==> config.mk <==
export PLATFORM = sky130hd
export DESIGN_NAME = sram_bus_bridge
export DESIGN_NICKNAME = d
export VERILOG_FILES = /design/src/rtl/sram_bus_bridge_pkg.sv /design/src/rtl/bridge_watchdog.sv /design/src/rtl/sram_bus_bridge.sv
export SDC_FILE = /design/constraint.sdc
export NUM_CORES = 1
export LEC_CHECK = 0
export CORE_ASPECT_RATIO = 1.4
export CORE_UTILIZATION = 44
export CTS_BUF_LIST = sky130_fd_sc_hd__clkbuf_8
export DETAILED_ROUTE_END_ITERATION = 10
export PLACE_DENSITY = 0.83
export SETUP_SLACK_MARGIN = 0.4
export SLEW_MARGIN = 0
export SYNTH_ARGS = -nofsm -noshare
export SYNTH_HDL_FRONTEND = slang
export SYNTH_HIERARCHICAL = 1
export SYNTH_SLANG_ARGS = --single-unit
==> constraint.sdc <==
create_clock -name clk -period 5.3 [get_ports clk]
set_input_delay 1.06 -clock clk [delete_from_list [all_inputs] [get_ports clk]]
set_output_delay 1.06 -clock clk [all_outputs]
set_load 0.05 [all_outputs]
==> src/rtl/sram_bus_bridge_pkg.sv <==
`default_nettype none
// ============================================================================
//  Module      : sram_bus_bridge_pkg
//  Description : Shared types and constants for the SRAM-port to memory-bus
//                bridge: FSM state encoding, transaction owner encoding and
//                the fill word returned when a bus response times out.
//  Revision    : 1.0 - initial release
// ============================================================================
package sram_bus_bridge_pkg;

    typedef enum logic [1:0] {
        ST_IDLE = 2'd0,
        ST_ADDR = 2'd1,
        ST_RESP = 2'd2
    } state_t;

    typedef enum logic {
        OWN_INST = 1'b0,
        OWN_DATA = 1'b1
    } owner_t;

    // Word handed back to the core in place of read data after a timeout.
    localparam logic [31:0] TIMEOUT_DATA = 32'hDEADBEEF;

endpackage : sram_bus_bridge_pkg
`default_nettype wire

==> src/rtl/bridge_watchdog.sv <==
`default_nettype none
// ============================================================================
//  Module      : bridge_watchdog
//  Description : Response watchdog. A saturating counter that is cleared when
//                a bus address phase is granted and advances every cycle the
//                bridge waits for a response. A sticky error flag records
//                that a timeout was taken; only reset clears it.
//  Ports       : clk, reset     - clock / async active-high reset
//                i_clear        - zero the counter
//                i_enable       - count this cycle (waiting for response)
//                i_trip         - the bridge is taking the timeout path
//                o_expired      - this is the last cycle of the wait budget
//                o_error        - sticky timeout flag
//  Revision    : 1.0 - initial release
// ============================================================================
module bridge_watchdog #(
    parameter int TIMEOUT = 255
) (
    input  logic clk,
    input  logic reset,
    input  logic i_clear,
    input  logic i_enable,
    input  logic i_trip,
    output logic o_expired,
    output logic o_error
);

    localparam int CNT_W = $clog2(TIMEOUT + 1);
    localparam logic [CNT_W-1:0] C_MAX  = CNT_W'(TIMEOUT);
    localparam logic [CNT_W-1:0] C_LAST = CNT_W'(TIMEOUT - 1);

    logic [CNT_W-1:0] r_count;
    logic             r_error;

    always_ff @(posedge clk or posedge reset) begin
        if (reset) begin
            r_count <= '0;
        end else if (i_clear) begin
            r_count <= '0;
        end else if (i_enable && (r_count != C_MAX)) begin
            r_count <= r_count + 1'b1;
        end
    end

    always_ff @(posedge clk or posedge reset) begin
        if (reset) begin
            r_error <= 1'b0;
        end else if (i_trip) begin
            r_error <= 1'b1;
        end
    end

    // Expiry is flagged in the cycle whose increment brings the counter to
    // TIMEOUT, so the bridge waits exactly TIMEOUT cycles for a response.
    assign o_expired = i_enable && (r_count >= C_LAST);
    assign o_error   = r_error;

endmodule : bridge_watchdog
`default_nettype wire

==> src/rtl/sram_bus_bridge.sv <==
`default_nettype none
// ============================================================================
//  Module      : sram_bus_bridge
//  Description : Arbitrates the core's instruction and data SRAM-style ports
//                onto one single-port memory bus (req/gnt address phase,
//                rvalid response). Data requests win ties. Cancelled fetches
//                are aborted before grant or have their completion hidden
//                after grant. A watchdog substitutes TIMEOUT_DATA when the
//                bus never responds.
//  Ports       : clk, reset, cancel
//                inst_*  - fetch request / completion
//                data_*  - load/store request / completion
//                bus_*   - shared memory bus
//                bus_timeout - sticky watchdog error
//  Revision    : 1.0 - initial release
// ============================================================================
module sram_bus_bridge
    import sram_bus_bridge_pkg::*;
#(
    parameter int ADDR_W  = 32,
    parameter int DATA_W  = 32,
    parameter int TIMEOUT = 255
) (
    input  logic                clk,
    input  logic                reset,
    input  logic                cancel,
    input  logic                inst_req,
    input  logic [ADDR_W-1:0]   inst_addr,
    output logic [DATA_W-1:0]   inst_rdata,
    output logic                inst_ready,
    input  logic                data_req,
    input  logic [DATA_W/8-1:0] data_wen,
    input  logic [ADDR_W-1:0]   data_addr,
    input  logic [DATA_W-1:0]   data_wdata,
    output logic [DATA_W-1:0]   data_rdata,
    output logic                data_ready,
    output logic                bus_req,
    output logic                bus_wr,
    output logic [DATA_W/8-1:0] bus_wstrb,
    output logic [ADDR_W-1:0]   bus_addr,
    output logic [DATA_W-1:0]   bus_wdata,
    input  logic                bus_gnt,
    input  logic                bus_rvalid,
    input  logic [DATA_W-1:0]   bus_rdata,
    output logic                bus_timeout
);

    localparam int STRB_W = DATA_W / 8;

    state_t              r_state;
    owner_t              r_owner;
    logic [STRB_W-1:0]   r_wen;
    logic [ADDR_W-1:0]   r_addr;
    logic [DATA_W-1:0]   r_wdata;
    logic                r_drop;
    logic                r_inst_ready;
    logic                r_data_ready;
    logic [DATA_W-1:0]   r_inst_rdata;
    logic [DATA_W-1:0]   r_data_rdata;

    state_t              w_state_nxt;
    owner_t              w_owner_nxt;
    logic [STRB_W-1:0]   w_wen_nxt;
    logic [ADDR_W-1:0]   w_addr_nxt;
    logic [DATA_W-1:0]   w_wdata_nxt;
    logic                w_drop_nxt;
    logic                w_inst_ready_nxt;
    logic                w_data_ready_nxt;
    logic [DATA_W-1:0]   w_inst_rdata_nxt;
    logic [DATA_W-1:0]   w_data_rdata_nxt;

    logic                w_cancel_inst;
    logic                w_wd_clear;
    logic                w_wd_enable;
    logic                w_wd_trip;
    logic                w_wd_expired;
    logic                w_wd_error;
    logic                w_resp_done;
    logic [DATA_W-1:0]   w_resp_val;

    // Cancel only ever concerns a fetch; data transactions ignore it.
    assign w_cancel_inst = cancel && (r_owner == OWN_INST);

    assign w_wd_clear  = (r_state == ST_ADDR) && bus_gnt;
    assign w_wd_enable = (r_state == ST_RESP);
    // A response in the final budget cycle still wins over the timeout.
    assign w_wd_trip   = w_wd_enable && !bus_rvalid && w_wd_expired;

    assign w_resp_done = w_wd_enable && (bus_rvalid || w_wd_expired);
    assign w_resp_val  = bus_rvalid ? bus_rdata : DATA_W'(TIMEOUT_DATA);

    bridge_watchdog #(
        .TIMEOUT (TIMEOUT)
    ) u_watchdog (
        .clk       (clk),
        .reset     (reset),
        .i_clear   (w_wd_clear),
        .i_enable  (w_wd_enable),
        .i_trip    (w_wd_trip),
        .o_expired (w_wd_expired),
        .o_error   (w_wd_error)
    );

    always_comb begin
        w_state_nxt      = r_state;
        w_owner_nxt      = r_owner;
        w_wen_nxt        = r_wen;
        w_addr_nxt       = r_addr;
        w_wdata_nxt      = r_wdata;
        w_drop_nxt       = r_drop;
        w_inst_ready_nxt = 1'b0;
        w_data_ready_nxt = 1'b0;
        w_inst_rdata_nxt = r_inst_rdata;
        w_data_rdata_nxt = r_data_rdata;

        case (r_state)
            ST_IDLE: begin
                if (data_req) begin
                    w_owner_nxt = OWN_DATA;
                    w_wen_nxt   = data_wen;
                    w_addr_nxt  = data_addr;
                    w_wdata_nxt = data_wdata;
                    w_drop_nxt  = 1'b0;
                    w_state_nxt = ST_ADDR;
                end else if (inst_req) begin
                    w_owner_nxt = OWN_INST;
                    w_wen_nxt   = '0;
                    w_addr_nxt  = inst_addr;
                    w_wdata_nxt = '0;
                    w_drop_nxt  = 1'b0;
                    w_state_nxt = ST_ADDR;
                end
            end

            ST_ADDR: begin
                if (bus_gnt) begin
                    // Once granted the transaction must run to completion
                    // on the bus; a cancel only hides its result.
                    w_state_nxt = ST_RESP;
                    if (w_cancel_inst) begin
                        w_drop_nxt = 1'b1;
                    end
                end else if (w_cancel_inst) begin
                    w_state_nxt = ST_IDLE;
                end
            end

            ST_RESP: begin
                if (w_cancel_inst) begin
                    w_drop_nxt = 1'b1;
                end
                if (w_resp_done) begin
                    w_state_nxt = ST_IDLE;
                    if (r_owner == OWN_DATA) begin
                        w_data_rdata_nxt = w_resp_val;
                        w_data_ready_nxt = 1'b1;
                    end else if (!(r_drop || w_cancel_inst)) begin
                        w_inst_rdata_nxt = w_resp_val;
                        w_inst_ready_nxt = 1'b1;
                    end
                end
            end

            default: begin
                w_state_nxt = ST_IDLE;
            end
        endcase
    end

    always_ff @(posedge clk or posedge reset) begin
        if (reset) begin
            r_state      <= ST_IDLE;
            r_owner      <= OWN_INST;
            r_wen        <= '0;
            r_addr       <= '0;
            r_wdata      <= '0;
            r_drop       <= 1'b0;
            r_inst_ready <= 1'b0;
            r_data_ready <= 1'b0;
            r_inst_rdata <= '0;
            r_data_rdata <= '0;
        end else begin
            r_state      <= w_state_nxt;
            r_owner      <= w_owner_nxt;
            r_wen        <= w_wen_nxt;
            r_addr       <= w_addr_nxt;
            r_wdata      <= w_wdata_nxt;
            r_drop       <= w_drop_nxt;
            r_inst_ready <= w_inst_ready_nxt;
            r_data_ready <= w_data_ready_nxt;
            r_inst_rdata <= w_inst_rdata_nxt;
            r_data_rdata <= w_data_rdata_nxt;
        end
    end

    // Address-phase fields come straight from the request latch, so they
    // stay stable for as long as the grant is withheld.
    assign bus_req     = (r_state == ST_ADDR);
    assign bus_wr      = bus_req && (|r_wen);
    assign bus_wstrb   = bus_req ? r_wen : '0;
    assign bus_addr    = r_addr;
    assign bus_wdata   = r_wdata;

    assign inst_ready  = r_inst_ready;
    assign inst_rdata  = r_inst_rdata;
    assign data_ready  = r_data_ready;
    assign data_rdata  = r_data_rdata;
    assign bus_timeout = w_wd_error;

endmodule : sram_bus_bridge
`default_nettype wire

======== After elaboration in Yosys (flattened, before gate mapping) ========
Cells that the tools add are included.
word-level totals
  bits in latches ......................... 0
  register bits ........................... 147
  input port bits ......................... 139
  memory bits (read-only) ................. 0
  memories kept ........................... 0
  bits in writable memories ............... 0
  output and inout port bits .............. 137
  logic and storage cells ................. 73
operators by class
  multiply operators ...................... 0
  equal/unequal tests ..................... 7
  magnitude comparators ................... 1
  shift-type cells ........................ 0
  reductions and logical operators ........ 21
  bitwise gates (word level) .............. 2
  add/sub/neg operators ................... 1
  div/mod/pow operators ................... 0
  muxes and demuxes ....................... 29
operators by type and width
  kind                                                   count
  2-to-1 mux 32 bit                                      5
  2-to-1 mux 8 bit                                       2
  2-to-1 mux 1 bit                                       12
  2-to-1 mux 4 bit                                       3
  2-to-1 mux 2 bit                                       5
  AND reduction 3 bit                                    3
  adder 8 x 1 -> 8 bit, second input constant            1
  >= comparator 8 bit, second input constant             1
  logical AND 1 bit                                      8
  inequality test 8 bit, second input constant           1
  case mux 2 bit (3 select lines)                        1
  AND reduction 4 bit                                    1
  nonzero test 2 bit                                     2
  OR reduction 4 bit                                     1
  inequality test 3 x 1 -> 1 bit, second input constant  1
  inequality test 3 bit, second input constant           1
  case mux 1 bit (3 select lines)                        1
  nonzero test 3 bit                                     1
  equality test 2 x 1 -> 1 bit, second input constant    1
  equality test 2 bit, second input constant             1
  logical NOT 2 bit                                      1
  logical OR 1 bit                                       2
  inequality test 2 x 1 -> 1 bit, second input constant  1
  inequality test 2 bit, second input constant           1
  other kinds (3)                                        4

======== Depth between registers and ports, before layout ========
  word-level depth ........................ 7
  mapped depth ............................ 9
  mapped depth without buffers ............ 7

======== Modules after synthesis ========
Netlist, hierarchy kept.
by module, submodules not included
  module           area an instance (um^2)  times used  seq. area each (um^2)  cells an instance
  sram_bus_bridge  5829.3                   1           3453.3                 534
  bridge_watchdog  576.8                    1           225.2                  57

======== Worst setup path after synthesis ========
No wires, ideal clock.
  kind .................................... register -> output
  start point ............................. register r_state[1]
  end point ............................... output bus_wr
  arrival ................................. 1.582 ns
  path buffers ............................ 0
  path slack .............................. 2.658 ns
  required time ........................... 4.240 ns
  stages on the path, launching flop included .. 4
  path through ............................ dfrtp_1 -> inv_1 -> ha_1 -> o41a_1
between the ends
  cells in the longest elaborated chain, start to end .. 2
ends and longest elaborated chain
  item                          line                    source
  start: declaration            sram_bus_bridge.sv:50   state_t r_state;
  start signal: assignment      sram_bus_bridge.sv:183  r_state <= w_state_nxt;
  equality test 2 x 1 -> 1 bit  sram_bus_bridge.sv:198  assign bus_req = (r_state == ST_ADDR);
  named net bus_req             sram_bus_bridge.sv:37   output logic bus_req,
  logical AND 1 bit             sram_bus_bridge.sv:199  assign bus_wr = bus_req && (|r_wen);
  end: declaration              sram_bus_bridge.sv:38   output logic bus_wr,
The timed path passes the listed nets, and every way through them passes these cells.

======== Final worst setup path ========
  start point ............................. register r_state[1]
  end point ............................... output bus_wr
between the ends
  cells in the longest elaborated chain, start to end .. 2
ends and longest elaborated chain
  item                          line
  equality test 2 x 1 -> 1 bit  sram_bus_bridge.sv:198
  logical AND 1 bit             sram_bus_bridge.sv:199
Every way passes these cells.

==> flow_summary.json <==
{
  "status": "finished clean",
  "cp_slowest_cell": "clkdlybuf4s50_1",
  "r2r-start": "r_state[0]$_DFFE_PP0P_",
  "ys_async_sr_fraction": 1.00,
  "postSynthAreaPerCell_um2": 10.8,
  "io_buffers": 275,
  "insertion_delay_ps": 430,
  "grt-ovfl-total": 0,
  "gr-max-usage-layer": "met2",
  "worstHoldPathType": "flip-flop to flip-flop",
  "period_share": 0.623,
  "synthTopCellsByArea": "dfrtp_1, nand2_1, mux2i_1",
  "fin_nets": 1000,
  "place_hpwl_um": 13000,
  "io_pins": 276,
  "yosysMostFrequentCell": "dfrtp_1",
  "drtIter0Drc": 196,
  "synth_area_um2": 6410,
  "p_leak_nw": 4.37,
  "synthCells": 591,
  "gp_congestion": 0.835,
  "start_kind": "flip-flop",
  "period_minus_slack_ps": 3300,
  "initial_core_util": 0.456,
  "synth_nets": 736,
  "wl_per_cell_um": 17.1,
  "die_h_um": 145,
  "yosysWarnings": 6,
  "synth_common_cells": "dfrtp_1, nand2_1, o21ai_0",
  "fillerInstances": 1027,
  "hold_viol_final": 0,
  "crit_path_max_incr_delay_ps": 800,
  "vias": 5412,
  "grt_pass1_wl_um": 28700,
  "post_cts_buffers": 0,
  "hold_depth": 2,
  "cts_sinks": 147,
  "place_ws_ps": 2030,
  "antenna_left": 0,
  "rrSetupSlack_ps": 2500,
  "fin_util": 0.689,
  "drc": 0,
  "root_buffer": "clkbuf_8",
  "synth_top_area_frac": 0.574,
  "fin_skew_ps": 11.8,
  "synth_ff_type": "dfrtp_1",
  "maxSlewViolCount": 0,
  "first_global_vias": 5611,
  "synth_top_area_cell": "dfrtp_1",
  "end_kind": "primary output",
  "grt_start_max_net_pins": 120,
  "tns_ps": 0,
  "cp.arrival_ps": 2240,
  "cts_hold_buffers": 0,
  "synth_edf_count": 0,
  "wl_um": 18000,
  "synth_seq_cells": 147,
  "maxCapViolations": 0,
  "r2r_cells": 8,
  "critical_path_class": "flip-flop to primary output",
  "regArea_um2": 3680,
  "timing.fmax_ghz": 0.303,
  "setup-violations-final": 0,
  "cts_tree": "built",
  "ctsLongestPathBuffers": 2,
  "ir_drop_mv": 0.454,
  "p_per_area_nw_per_um2": 660,
  "cts-resized-gates": 0,
  "critPathRequiredTime_ps": 4240,
  "fp-row-count": 51,
  "drive_above_1_share": 0.0900,
  "syn_to_final_growth_pct": 50.9,
  "cts_made_buffers": 17,
  "first_pass_iters": 5,
  "grtUsageMet1": 0.281,
  "grtUsageMet2": 0.429,
  "synth.distinct_cells": 37,
  "min_delay_worst_endpoint": "bus_wdata[12]$_DFFE_PP0P_",
  "multiInputGateArea_um2": 2470,
  "antenna_found_initial": 1,
  "min_from": "bus_wdata[12]$_DFFE_PP0P_",
  "cts-htree-levels": 4,
  "path_clk_slew_ps": 80,
  "rr_endpoint": "inst_rdata[0]$_DFFE_PP0P_",
  "use_met3": 0.0855,
  "track_usage": 0.244,
  "worst_slew_pin_slew_ps": 1240,
  "rsz0062_at_grt": "false",
  "critPathMaxFanout": 8,
  "die-area_um2": 15100,
  "ys_seq_area_frac": 0.574,
  "chipWidth_um": 104,
  "core_area_um2": 14000,
  "vias_per_cell": 5.14,
  "relSlewSlack": 0.173,
  "crit_chain": "inv_1, ha_1, o41a_1, clkdlybuf4s50_1",
  "worst_slack_ps": 2000
}
-- area by class of cell --
type	count	share of cell area
clock buffer	17	0.0242
antenna	1	0.000259
timing repair buffer	282	0.290
sequential	147	0.381
tap	185	0.0239
inverter	22	0.00906
clock inverter	14	0.0168
multi-input combinational	385	0.255
-- flip-flops by register name (all words and copies together), names as in the netlist --
name                count
r_owner                 1
inst_ready              1
data_ready              1
r_drop                  1
u_watchdog/o_error      1
data_rdata             32
u_watchdog/r_count      8
r_wen                   4
bus_wdata              32
inst_rdata             32
r_state                 2
bus_addr               32
-- power by group --
group	leakage (nW)	internal, mW	switching [mW]
clock network	0.205	0.462	0.425
logic	2.35	1.18	2.41
registers	1.81	1.60	0.305
total	4.37	3.24	3.14
-- cell families after synthesis --
| logic type | after synthesis | synth area share |
|---|---|---|
| compound gates | 64 | 0.0627 |
| simple gates | 227 | 0.163 |
| flops | 147 | 0.574 |
| buf+inv | 59 | 0.0424 |
| mux | 88 | 0.146 |
| fa+ha+maj | 6 | 0.0117 |
-- worst max-delay path: cells and delay by family (launching register included) --
family	cells	cell delay [ps]
buf+inv	2	910
compound gates	1	190
flops	1	410
fa+ha+maj	1	310
-- cells in the final DEF, fill, tap and decap left out, types with 3 or more instances in the layout --
cell	count
bufinv_16	3
clkdlybuf4s50_1	274
a21oi_1	3
nand2_1	128
dfrtp_1	147
inv_1	23
nor2b_1	15
o21ai_0	47
nand3_1	39
nor2_1	8
ha_1	6
and2_1	9
nand2b_1	15
mux2_2	34
buf_4	8
clkinv_2	3
mux2_1	8
and3_1	3
inv_6	4
mux2i_1	46
clkbuf_8	17
-- stage by stage --
| stage | total power, mW | hold WS, ps | instance area, um2 | std cells |
|---|---|---|---|---|
| 4_1_cts | 6.43 | 476 | 9660 | 1052 |
| 3_5_place_dp | 5.52 | 459 | 9270 | 1021 |
| 6_report | 6.38 | 470 | 9670 | 1053 |
| 3_3_place_gp | 5.42 | 449 | 9270 | 1021 |
| 5_1_grt | 6.70 | 487 | 9660 | 1052 |
| 2_1_floorplan | 4.20 | 453 | 6410 | 591 |
-- metal layers --
layer / part of all wire / vias up
li1: - / 2499
met1: 0.39 / 2619
met2: 0.50 / 269
met3: 0.090 / 23
met4: 0.017 / 2
met5: 0.00072 / -
-- how the worst max path moves through the flow --
stage / endpoint / from / slack (ps) / cells past startpoint
after detailed placement: bus_addr[8]$_DFFE_PP0P_ / data_req / 2030 / 4
after CTS: bus_wr / r_state[1]$_DFFE_PP0P_ / 1980 / 4
after global routing: bus_wr / r_state[1]$_DFFE_PP0P_ / 1870 / 4
after global placement: bus_addr[6]$_DFFE_PP0P_ / data_req / 2110 / 4
final: bus_wr / r_state[1]$_DFFE_PP0P_ / 2000 / 4
after floorplan: bus_addr[0]$_DFFE_PP0P_ / reset / 540 / 1
Power figures use the tool's default switching activity.
